==> config.mk <==
export PLATFORM = sky130hd
export DESIGN_NAME = sram_march_bist
export DESIGN_NICKNAME = d
export VERILOG_FILES = /design/src/rtl/sram_march_bist.sv
export SDC_FILE = /design/constraint.sdc
export NUM_CORES = 1
export LEC_CHECK = 0
export BUFFER_PORTS_ARGS = -buffer_cell sky130_fd_sc_hd__buf_2
export CAP_MARGIN = 10
export CORE_MARGIN = 4
export CORE_UTILIZATION = 46
export DETAILED_ROUTE_END_ITERATION = 6
export PLACE_DENSITY_LB_ADDON = 0.1
export SYNTH_ARGS = -nofsm -noshare
export SYNTH_HDL_FRONTEND = slang
export SYNTH_SLANG_ARGS = --single-unit
==> constraint.sdc <==
create_clock -name clk_i -period 3.4 [get_ports clk_i]
set_input_delay 0.17 -clock clk_i [delete_from_list [all_inputs] [get_ports clk_i]]
set_output_delay 0.17 -clock clk_i [all_outputs]
set_load 0.05 [all_outputs]
==> src/rtl/sram_march_bist.sv <==
// March C- BIST controller for a single-port bit-masked SRAM macro.
// Issues one macro operation per cycle and records the first failing address and element.
module sram_march_bist #(
  parameter int NumWords  = 256,
  parameter int DataWidth = 64,
  parameter int AddrWidth = $clog2(NumWords)
) (
  input  logic                 clk_i,
  input  logic                 rst_ni,
  input  logic                 start_i,
  output logic                 busy_o,
  output logic                 done_o,
  output logic                 fail_o,
  output logic [AddrWidth-1:0] fail_addr_o,
  output logic [2:0]           fail_elem_o,
  output logic                 bist_en_o,
  output logic [AddrWidth-1:0] bist_addr_o,
  output logic [DataWidth-1:0] bist_din_o,
  output logic [DataWidth-1:0] bist_bm_o,
  output logic                 bist_men_o,
  output logic                 bist_wen_o,
  output logic                 bist_ren_o,
  input  logic [DataWidth-1:0] bist_dout_i
);

  typedef enum logic [1:0] {StIdle = 2'd0, StRun = 2'd1, StCheck = 2'd2} state_e;

  localparam logic [AddrWidth-1:0] LastAddr = AddrWidth'(NumWords - 1);
  localparam logic [AddrWidth-1:0] AddrOne  = AddrWidth'(1);

  // Data word for an operation: written pattern for writes, expected word for reads.
  function automatic logic [DataWidth-1:0] march_pat(input logic [2:0] elem, input logic is_wr);
    logic ones;
    if (is_wr) begin
      ones = (elem == 3'd1) || (elem == 3'd3);
    end else begin
      ones = (elem == 3'd2) || (elem == 3'd4);
    end
    return ones ? {DataWidth{1'b1}} : {DataWidth{1'b0}};
  endfunction

  state_e                 state_q, state_d;
  logic [2:0]             elem_q, elem_d, fail_elem_q, fail_elem_d, cmp_elem_q, cmp_elem_d;
  logic [AddrWidth-1:0]   addr_q, addr_d, fail_addr_q, fail_addr_d, cmp_addr_q, cmp_addr_d;
  logic [DataWidth-1:0]   din_q, din_d, cmp_exp_q, cmp_exp_d;
  logic                   en_q, en_d, men_q, men_d, wen_q, wen_d, ren_q, ren_d;
  logic                   busy_q, busy_d, done_q, done_d, fail_q, fail_d;
  logic                   cmp_valid_q, cmp_valid_d;
  logic [2:0]             nx_elem;
  logic [AddrWidth-1:0]   nx_addr;
  logic                   nx_wr, nx_fin;

  // Next march operation following the one currently driven on the macro port.
  always_comb begin
    nx_elem = elem_q;
    nx_addr = addr_q;
    nx_wr   = wen_q;
    nx_fin  = 1'b0;
    case (elem_q)
      3'd0: begin
        if (addr_q == LastAddr) begin
          nx_elem = 3'd1;
          nx_addr = '0;
          nx_wr   = 1'b0;
        end else begin
          nx_addr = addr_q + AddrOne;
        end
      end
      3'd1, 3'd2: begin
        if (!wen_q) begin
          nx_wr = 1'b1;
        end else if (addr_q == LastAddr) begin
          nx_elem = elem_q + 3'd1;
          nx_wr   = 1'b0;
          nx_addr = (elem_q == 3'd1) ? '0 : LastAddr;
        end else begin
          nx_wr   = 1'b0;
          nx_addr = addr_q + AddrOne;
        end
      end
      3'd3, 3'd4: begin
        if (!wen_q) begin
          nx_wr = 1'b1;
        end else if (addr_q == '0) begin
          nx_elem = elem_q + 3'd1;
          nx_wr   = 1'b0;
          nx_addr = (elem_q == 3'd3) ? LastAddr : '0;
        end else begin
          nx_wr   = 1'b0;
          nx_addr = addr_q - AddrOne;
        end
      end
      3'd5: begin
        if (addr_q == LastAddr) begin
          nx_fin = 1'b1;
        end else begin
          nx_addr = addr_q + AddrOne;
        end
      end
      default: nx_fin = 1'b1;
    endcase
  end

  // FSM next state, registered macro controls and read-data compare.
  always_comb begin
    state_d     = state_q;
    elem_d      = elem_q;
    addr_d      = addr_q;
    din_d       = din_q;
    en_d        = en_q;
    men_d       = men_q;
    wen_d       = wen_q;
    ren_d       = ren_q;
    busy_d      = busy_q;
    done_d      = done_q;
    fail_d      = fail_q;
    fail_addr_d = fail_addr_q;
    fail_elem_d = fail_elem_q;
    cmp_valid_d = ren_q;
    cmp_exp_d   = din_q;
    cmp_addr_d  = addr_q;
    cmp_elem_d  = elem_q;

    // Only the first mismatch since start is recorded.
    if (cmp_valid_q && (bist_dout_i != cmp_exp_q)) begin
      fail_d = 1'b1;
      if (!fail_q) begin
        fail_addr_d = cmp_addr_q;
        fail_elem_d = cmp_elem_q;
      end else begin
        fail_addr_d = fail_addr_q;
        fail_elem_d = fail_elem_q;
      end
    end else begin
      fail_d = fail_q;
    end

    case (state_q)
      StIdle: begin
        en_d   = 1'b0;
        men_d  = 1'b0;
        wen_d  = 1'b0;
        ren_d  = 1'b0;
        addr_d = '0;
        din_d  = '0;
        elem_d = 3'd0;
        busy_d = 1'b0;
        if (start_i) begin
          state_d     = StRun;
          busy_d      = 1'b1;
          done_d      = 1'b0;
          fail_d      = 1'b0;
          fail_addr_d = '0;
          fail_elem_d = 3'd0;
          en_d        = 1'b1;
          men_d       = 1'b1;
          wen_d       = 1'b1;
        end else begin
          state_d = StIdle;
        end
      end
      StRun: begin
        en_d = 1'b1;
        if (nx_fin) begin
          state_d = StCheck;
          men_d   = 1'b0;
          wen_d   = 1'b0;
          ren_d   = 1'b0;
          addr_d  = '0;
          din_d   = '0;
        end else begin
          state_d = StRun;
          men_d   = 1'b1;
          wen_d   = nx_wr;
          ren_d   = !nx_wr;
          elem_d  = nx_elem;
          addr_d  = nx_addr;
          din_d   = march_pat(nx_elem, nx_wr);
        end
      end
      StCheck: begin
        state_d = StIdle;
        en_d    = 1'b0;
        men_d   = 1'b0;
        wen_d   = 1'b0;
        ren_d   = 1'b0;
        busy_d  = 1'b0;
        done_d  = 1'b1;
      end
      default: begin
        state_d = StIdle;
        en_d    = 1'b0;
        men_d   = 1'b0;
        wen_d   = 1'b0;
        ren_d   = 1'b0;
        busy_d  = 1'b0;
      end
    endcase
  end

  // State, macro-port and compare-pipeline registers.
  always_ff @(posedge clk_i or negedge rst_ni) begin
    if (!rst_ni) begin
      state_q     <= StIdle;
      elem_q      <= 3'd0;
      addr_q      <= '0;
      din_q       <= '0;
      en_q        <= 1'b0;
      men_q       <= 1'b0;
      wen_q       <= 1'b0;
      ren_q       <= 1'b0;
      busy_q      <= 1'b0;
      done_q      <= 1'b0;
      fail_q      <= 1'b0;
      fail_addr_q <= '0;
      fail_elem_q <= 3'd0;
      cmp_valid_q <= 1'b0;
      cmp_exp_q   <= '0;
      cmp_addr_q  <= '0;
      cmp_elem_q  <= 3'd0;
    end else begin
      state_q     <= state_d;
      elem_q      <= elem_d;
      addr_q      <= addr_d;
      din_q       <= din_d;
      en_q        <= en_d;
      men_q       <= men_d;
      wen_q       <= wen_d;
      ren_q       <= ren_d;
      busy_q      <= busy_d;
      done_q      <= done_d;
      fail_q      <= fail_d;
      fail_addr_q <= fail_addr_d;
      fail_elem_q <= fail_elem_d;
      cmp_valid_q <= cmp_valid_d;
      cmp_exp_q   <= cmp_exp_d;
      cmp_addr_q  <= cmp_addr_d;
      cmp_elem_q  <= cmp_elem_d;
    end
  end

  assign busy_o      = busy_q;
  assign done_o      = done_q;
  assign fail_o      = fail_q;
  assign fail_addr_o = fail_addr_q;
  assign fail_elem_o = fail_elem_q;
  assign bist_en_o   = en_q;
  assign bist_addr_o = addr_q;
  assign bist_din_o  = din_q;
  assign bist_bm_o   = {DataWidth{1'b1}};
  assign bist_men_o  = men_q;
  assign bist_wen_o  = wen_q;
  assign bist_ren_o  = ren_q;

endmodule

=== Yosys cells after proc, flatten, opt, wreduce, memory -nomap -nowiden ===
Index checks and enable logic that the tools add are counted.

* Bits in registers: 171
* Output and inout bits: 154

* Add/subtract/negate cells: 3
* Eq/ne operators: 19
* Muxes and demuxes: 55
* Reduce and logical (&&, ||, !) cells: 16

{| class="wikitable"
|+ Operators by type and width
! operator !! count
|-
| 64-bit 2-to-1 mux || 2
|-
| 64-bit one-hot mux with 2 select lines || 1
|-
| 8-bit 2-to-1 mux || 13
|-
| 64-bit != test || 1
|-
| 8-bit one-hot mux with 4 select lines || 1
|-
| 3-bit 2-to-1 mux || 10
|-
| 1-bit 2-to-1 mux || 16
|-
| 8-bit one-hot mux with 2 select lines || 1
|-
| 1-bit one-hot mux with 2 select lines || 7
|-
| 3-bit by 2-bit == test with 1-bit output, second input constant || 4
|-
| 4-bit != test, second input constant || 3
|-
| 3-bit == test, second input constant || 3
|-
| 3-bit one-hot mux with 3 select lines || 1
|-
| 8-bit by 1-bit adder with 8-bit output, second input constant || 1
|-
| 8-bit == test, second input constant || 1
|-
| 8-bit zero test || 1
|-
| 8-bit by 1-bit subtractor with 8-bit output, second input constant || 1
|-
| 3-bit by 1-bit == test with 1-bit output, second input constant || 2
|-
| 6-bit by 2-bit != test with 1-bit output, second input constant || 1
|-
| 3-bit one-hot mux with 2 select lines || 1
|-
| 5-bit AND reduction || 1
|-
| 5-bit OR reduction || 1
|-
| 2-bit != test, second input constant || 2
|-
| 2-bit one-hot mux with 2 select lines || 1
|-
| other kinds (13) || 17
|}

=== Logic depth before layout (Yosys ltp) ===
Gate-level depths: netlist of run 1.

* Depth in word-level cells: 12
* Gate-level depth with buffers: 10
* Gate-level depth less buffers: 10

=== Worst setup path before layout of run 1 ===
OpenSTA, ideal clock, no wires.

* Path type: register -> register
* Start point: reg addr_q[0] (netlist: bist_addr_o[0])
* End point: reg elem_q[0] (netlist: cmp_elem_d[0])
* Library setup time: 0.121 ns
* Arrival time: 2.584 ns
* Setup slack: 0.695 ns
* Stages on the path, launching flop included: 11
* Clock period less this slack: 2.705 ns
* Path through: dfrtp_1 > ha_1 > nand3_1 > nor2_1 > inv_1 > ha_1 > mux2i_1 > o32ai_1 > nor3_1 > o31ai_1 > a22o_1

* Word-level cells in the longest chain between the ends: 6
* Elaborated cells on any way between the ends: 14
* Those cells by class: 2 x eq/ne; 10 x mux; 2 x reduce/logical

{| class="wikitable"
|+ Ends and longest elaborated chain
! item !! RTL line !! text
|-
| from (decl) || 44 || <nowiki>logic [AddrWidth-1:0] addr_q, addr_d, fail_addr_q, fail_addr_d, cmp_addr_q, cmp_addr_d;</nowiki>
|-
| from (signal assigned) || 224 || <nowiki>addr_q <= addr_d;</nowiki>
|-
| 8-bit == test / 8-bit zero test (equally long branches) || -- ||
|-
| 3-bit 2-to-1 mux (on tied branches) || 72, 84 ||
|-
| 3-bit 2-to-1 mux (on tied branches) || 70, 82 ||
|-
| 3-bit one-hot mux with 3 select lines || 59 || <nowiki>case (elem_q)</nowiki>
|-
| 3-bit 2-to-1 mux || 164 || <nowiki>if (nx_fin) begin</nowiki>
|-
| 3-bit one-hot mux with 2 select lines || 138 || <nowiki>case (state_q)</nowiki>
|-
| to (signal assigned) || 223 || <nowiki>elem_q <= elem_d;</nowiki>
|-
| to (decl) || 43 || <nowiki>logic [2:0] elem_q, elem_d, fail_elem_q, fail_elem_d, cmp_elem_q, cmp_elem_d;</nowiki>
|}

Parallel ways exist; a longest one is shown, timed or not. The select of a mux whose other input is x is not followed.
A chain may end at the register's enable or synchronous reset.

=== Worst setup path in the final report of run 1 ===
* Start point: reg addr_q[3] (netlist: bist_addr_o[3])
* End point: reg elem_q[0] (netlist: cmp_elem_d[0])

Same word-level chain as after synthesis.

==> results of run 1 <==
worst max-delay path, delay by kind of cell (launching register included):
family          cells  cell delay [ns]
mux                 1             0.17
fa+ha+maj           1             0.30
compound gates      3             0.40
flops               1             0.67
buf+inv             1             0.16
simple gates        3             1.11
area by class of cell:
cell class | instances | area, um2 | share of cell area, %
Multi-Input combinational cell | 328 | 1960 | 47.1
Timing Repair Buffer | 160 | 811 | 19.5
Inverter | 12 | 45.0 | 1.08
Tap cell | 105 | 131 | 3.15
Clock inverter | 3 | 46.3 | 1.11
Clock buffer | 5 | 68.8 | 1.65
Sequential cell | 44 | 1100 | 26.4
synthesized netlist by cell type, types with 10 or more instances:
cell and count:
buf_4 128, dfrtp_1 44, o21ai_0 27, nand2_1 26
nor3_1 18, nor2_1 17, a21oi_1 16, o31ai_1 16
clkbuf_1 15, nand3_1 15, inv_1 12, nand4_1 11
o221ai_1 11, or3_1 10
state kept, by name, indices dropped and copies added (netlist names):
name         count
bist_addr_o      8
bist_din_o       1
bist_en_o        1
bist_ren_o       1
bist_wen_o       1
busy_o           1
cmp_addr_q       8
cmp_elem_d       3
cmp_elem_q       3
cmp_exp_q        1
cmp_valid_q      1
done_o           1
fail_addr_o      8
fail_elem_o      3
fail_o           1
state_q          2
layer usage:
layer | part of all wire, % | up-vias
li1 | - | 1692
met1 | 44 | 1611
met2 | 47 | 169
met3 | 8.2 | 10
met4 | 1.3 | 0
met5 | 0 | -
power groups by stage:
stage                     registers, mW  logic (mW)  clock network (mW)
after floorplan                   0.537       0.223                   0
after global placement            0.538       0.224                   0
after detailed placement          0.538       0.225                   0
after CTS                         0.527       0.226               0.429
after global routing              0.528       0.240               0.448
final                             0.527       0.229               0.420
cell families after synthesis:
kind of cell	synth area share, %
other cells	0.0951
simple gates	18.7
xor+xnor	1.78
flops	27.9
compound gates	19.8
mux	0.793
buf+inv	28.3
fa+ha+maj	2.54
metrics by stage:
step / cells / hold slack [ns] / util (%)
detailed placement: 649 / 0.367 / 48.8
global route: 657 / 0.103 / 50.2
global placement: 649 / 0.355 / 48.8
floorplan: 537 / -0.126 / -
CTS: 657 / 0.0606 / 50.2
finish: 657 / 0.0208 / 50.2
worst max-delay path by stage:
stage | from | end | slack (ns) | cells past startpoint
detailed placement | bist_addr_o[0] | cmp_elem_d[0] | 0.62 | 10
CTS | bist_addr_o[0] | cmp_elem_d[0] | 0.59 | 10
floorplan | bist_addr_o[0] | cmp_elem_d[0] | 0.70 | 10
finish | bist_addr_o[3] | cmp_elem_d[0] | 0.48 | 9
global route | bist_addr_o[0] | bist_din_o[62] | 0.24 | 10
global placement | cmp_elem_d[0] | bist_addr_o[7] | 0.76 | 8
==> out/metrics.yaml, run 1 <==
synth:
  synth_area_um2: 3950
  synthDominantCellAreaShare_pct: 27.9
  ys_ff_latch: 44
  synth_warnings: 0
  synth_enable_flop_cells: 0
  synth-main-ff-cell: "dfrtp_1"
  synth.distinct_cells: 55
  netlist_instances: 474
  netlist_top_cells_area: "dfrtp_1 28%, buf_4 24%, o21ai_0 3.4%, o31ai_1 3.0%, ha_1 2.5%"
  synthDominantAreaCellType: "dfrtp_1"
  ys_async_sr_fraction_pct: 100
  synth.avg_cell_area_um2: 8.32
  seq_area_frac_synth_pct: 27.9
pwr:
  p_int_mw: 0.778
  ir_drop_mv: 0.136
  p_total_mw: 1.18
  clockPowerShare_pct: 35.7
  power_density_nw_per_um2: 282
  p_seq_share_pct: 44.8
  leakagePower_nw: 2.10
  pwr-share-comb_pct: 19.5
  p_sw_share_pct: 33.9
  switching_power_mw: 0.398
drt:
  viasPerCell: 5.30
  wl_per_cell_um: 16.4
  initialDrtViolationCount: 263
  ant_nets: 0
  dr_total_vias: 3482
  dr.pass1.iters: 5
  wl_um: 10800
  remaining_drc_errors: 0
global_route:
  grt.met3_usage_pct: 3.74
  antenna_found_initial: 0
  grt_first_pass_wirelength_um: 16000
  use_met1_pct: 28.5
  grt_start_max_net_pins: 67
  grt_overflow: 0
  grt.met2_usage_pct: 31.3
  grtUsageTotal_pct: 19.9
  grt-busiest-layer: "met2"
  grt_pass1_vias: 3010
critical_path:
  crit_type: "reg -> reg"
  start_kind: "flip-flop"
  r2r-start: "bist_addr_o[3]"
  arrival_ns: 3.12
  cp_slowest_cell: "dfrtp_1"
  rrSetupSlack_ns: 0.48
  crit_required_ns: 3.60
  r2r_cells: 9
  end_kind: "flip-flop"
  worstPathMaxFanout: 15
  critical-path-max-stage-delay_ns: 0.67
  r2r_end: "cmp_elem_d[0]"
  crit_chain: "nand3_1 > nor2_1 > inv_1 > ha_1 > mux2i_1 > o32ai_1 > nor3_1 > o31ai_1 > a22o_1"
cts:
  cts_tree: "done"
  clock_latency_ns: 0.31
  cts_made_buffers: 5
  cts_buffer_depth: 2
  ctsHoldBuffers: 0
  clock-sinks: 44
  clkTransAtPathRegs_ns: 0.09
  postCtsSetupRepairBufs: 0
  clock-root-buffer: "clkbuf_8"
  cts_resized: 0
  h-tree-depth: 2
layout:
  nets: 626
  diodes: 0
  mostFrequentLayoutCell: "buf_2"
  area_delta_synth_final_pct: 5.61
  fill_cells: 819
  final_layout_size_suffix_gt1_share_pct: 32.2
  layout_common_cells: "156 x buf_2, 64 x conb_1, 44 x dfrtp_1"
  fin_area_um2: 4170
min_path:
  worstHoldPathType: "in -> async"
floorplan:
  row_count: 33
  dieHeight_um: 101
  die_area_um2: 10100
  initial_core_util_pct: 47.5
  num_io_pins: 221
  coreArea_um2: 8300
  die_x_um: 101
placement:
  dpl_worst_slack_ns: 0.619
  place_hpwl_um: 8420
  place_area_um2: 4050
  io_buffers: 156
  gp_congestion: 0.902
sta:
  fin_crit_sh_pct: 85.9
  worst_pin_slew_ns: 0.990
  setup_viol: 0
  finalClockSkew_ns: 0.00365
  drv_slew: 0
  hold_viol: 0
  fmax_ghz: 0.342
  slew_headroom_pct: 34.0
  finalSetupTns_ns: 0
  finalWorstSetupSlack_ns: 0.479
  grt_setup_unrepaired: "no"
  post-route-min-period_ns: 2.92
run_status:
  outcome: "complete, no violations"
flow_run:
  drv_cap: 0
Power figures use the tool's default switching activity.
==> run 2: changes to the inputs <==
- CORE_UTILIZATION: 46 -> 25
==> out/metrics.yaml, run 2 (synthesis gave the netlist of run 1 again) <==
run_status:
  outcome: "complete, no violations"
floorplan:
  die_x_um: 134  # +33%
  row_count: 45  # +36%
  die_area_um2: 17900  # +76%
  dieHeight_um: 134  # +33%
  initial_core_util_pct: 25.8  # -22 points
  coreArea_um2: 15300  # +85%
  num_io_pins: 221  # unchanged
flow_run:
  drv_cap: 0  # unchanged
drt:
  wl_um: 11700  # +8.9%
  dr.pass1.iters: 5  # unchanged
  initialDrtViolationCount: 271  # +3.0%
  viasPerCell: 4.62  # -13%
  wl_per_cell_um: 15.3  # -6.5%
  ant_nets: 0  # unchanged
  dr_total_vias: 3533  # +1.5%
  remaining_drc_errors: 0  # unchanged
sta:
  hold_viol: 0  # unchanged
  slew_headroom_pct: 27.4  # -6.6 points
  setup_viol: 0  # unchanged
  finalClockSkew_ns: 0.0109  # +0.00721 ns
  post-route-min-period_ns: 2.93  # +0.0131 ns
  fmax_ghz: 0.341  # -0.45%
  grt_setup_unrepaired: "no"
  worst_pin_slew_ns: 1.09  # +0.0988 ns
  finalSetupTns_ns: 0  # unchanged
  drv_slew: 0  # unchanged
  fin_crit_sh_pct: 86.3  # +0.39 points
  finalWorstSetupSlack_ns: 0.466  # -0.0131 ns
cts:
  h-tree-depth: 2  # unchanged
  cts_buffer_depth: 2  # unchanged
  cts_tree: "done"
  clock-root-buffer: "clkbuf_16"
  clock_latency_ns: 0.29  # -0.02 ns
  cts_made_buffers: 5  # unchanged
  clock-sinks: 44  # unchanged
  clkTransAtPathRegs_ns: 0.06  # -0.03 ns
global_route:
  grt_overflow: 0  # unchanged
  antenna_found_initial: 0  # unchanged
  grt_pass1_vias: 3043  # +1.1%
  grt_start_max_net_pins: 67  # unchanged
  grtUsageTotal_pct: 12.2  # -7.8 points
  grt_first_pass_wirelength_um: 17700  # +10%
pwr:
  leakagePower_nw: 2.12  # +0.97%
  power_density_nw_per_um2: 285  # +0.78%
  ir_drop_mv: 0.149  # +9.8%
  p_total_mw: 1.24  # +5.2%
layout:
  final_layout_size_suffix_gt1_share_pct: 32.3  # +0.064 points
  layout_common_cells: "156 x buf_2, 64 x conb_1, 44 x dfrtp_1"
  diodes: 0  # unchanged
  mostFrequentLayoutCell: "buf_2"
  area_delta_synth_final_pct: 10.3
  nets: 628  # +0.32%
  fin_util_pct: 28.4  # -22 points
critical_path:
  crit_top_cell: "ha_1"
  cp_slowest_cell: "dfrtp_1"
  critical-path-max-stage-delay_ns: 0.52  # -0.15 ns
  crit_type: "reg -> reg"
  crit_chain: "ha_1 > nand3_1 > nor2_1 > inv_1 > ha_1 > mux2i_1 > o32ai_1 > nor3_1 > o31ai_1 > a22o_1"
  crit_required_ns: 3.57  # -0.03 ns
  end_kind: "flip-flop"
  rrSetupSlack_ns: 0.47  # about the same
  arrival_ns: 3.11  # about the same
  worstPathMaxFanout: 10  # -5
  start_kind: "flip-flop"
placement:
  io_buffers: 156  # unchanged
  place_hpwl_um: 9130  # +8.4%
  gp_congestion: 0.833  # -7.7%
  dpl_worst_slack_ns: 0.513  # -0.106 ns
min_path:
  worstHoldPathType: "in -> reg"
run 2: changes by cell type in the layout (fill, tap and decap cells not counted):
| cell | previous run | this run |
|---|---|---|
| clkbuf_16 | 0 | 5 |
| clkbuf_8 | 5 | 0 |
| buf_4 | 4 | 5 |
| bufinv_16 | 1 | 0 |
| clkinv_4 | 0 | 1 |
| clkinvlp_4 | 1 | 2 |
| dlygate4sd3_1 | 0 | 1 |
| inv_6 | 1 | 0 |
run 2: what timing repair did:
item	4_1_cts	5_1_grt
resized for setup	0	0
hold buffers	1	0
buffers inserted	0	0
hold endpoints to repair	21	0
run 2: final timing paths:
path	startpoint	end	cells past startpoint
max in group asynchronous	rst_ni	bist_addr_o[4]	3
min in group asynchronous	rst_ni	done_o	2
setup / recovery	bist_addr_o[0]	cmp_elem_d[0]	10
hold / removal	start_i	bist_en_o	3
setup reg to reg	bist_addr_o[0]	cmp_elem_d[0]	10
hold reg to reg	bist_ren_o	cmp_valid_q	0
run 2: cell type report:
type	instances	area, um2
multi-input combinational	328	1960
sequential	44	1100
tap	211	264
clock buffer	5	125
fill	1685	11000
clock inverter	3	23.8
timing repair buffer	162	828
inverter	12	45.0
run 2: worst max-delay path, delay by kind of cell (launching register included):
| family | cells | cell delay (ns) |
|---|---|---|
| buffers and inverters | 1 | 0.16 |
| flip-flops | 1 | 0.52 |
| multiplexers | 1 | 0.14 |
| AO/OA/AOI/OAI | 3 | 0.40 |
| AND/OR/NAND/NOR | 3 | 1.04 |
| adder cells (fa/ha/maj) | 2 | 0.57 |
run 2: per-layer routing:
layer  global-route usage (%)  routed length, um  vias to the layer above
met5                        0                  0                        -
met4                     4.00                184                        0
met3                     1.55                723                       14
met2                     21.1               5850                      160
met1                     15.6               4960                     1665
li1                         -                  -                     1694
run 2: stage by stage:
step / cells / hold WS [ns] / area, um2
6_report: 765 / 0.127 / 4350
5_1_grt: 765 / 0.135 / 4350
4_1_cts: 765 / 0.125 / 4350
3_5_place_dp: 756 / 0.177 / 4190
3_3_place_gp: 756 / 0.171 / 4190
2_1_floorplan: 537 / -0.126 / 4180
run 2: where the power goes:
part | switching [mW] | internal [mW]
clock | 0.210 | 0.273
sequential | 0.00441 | 0.524
combinational | 0.192 | 0.0347
total | 0.406 | 0.832
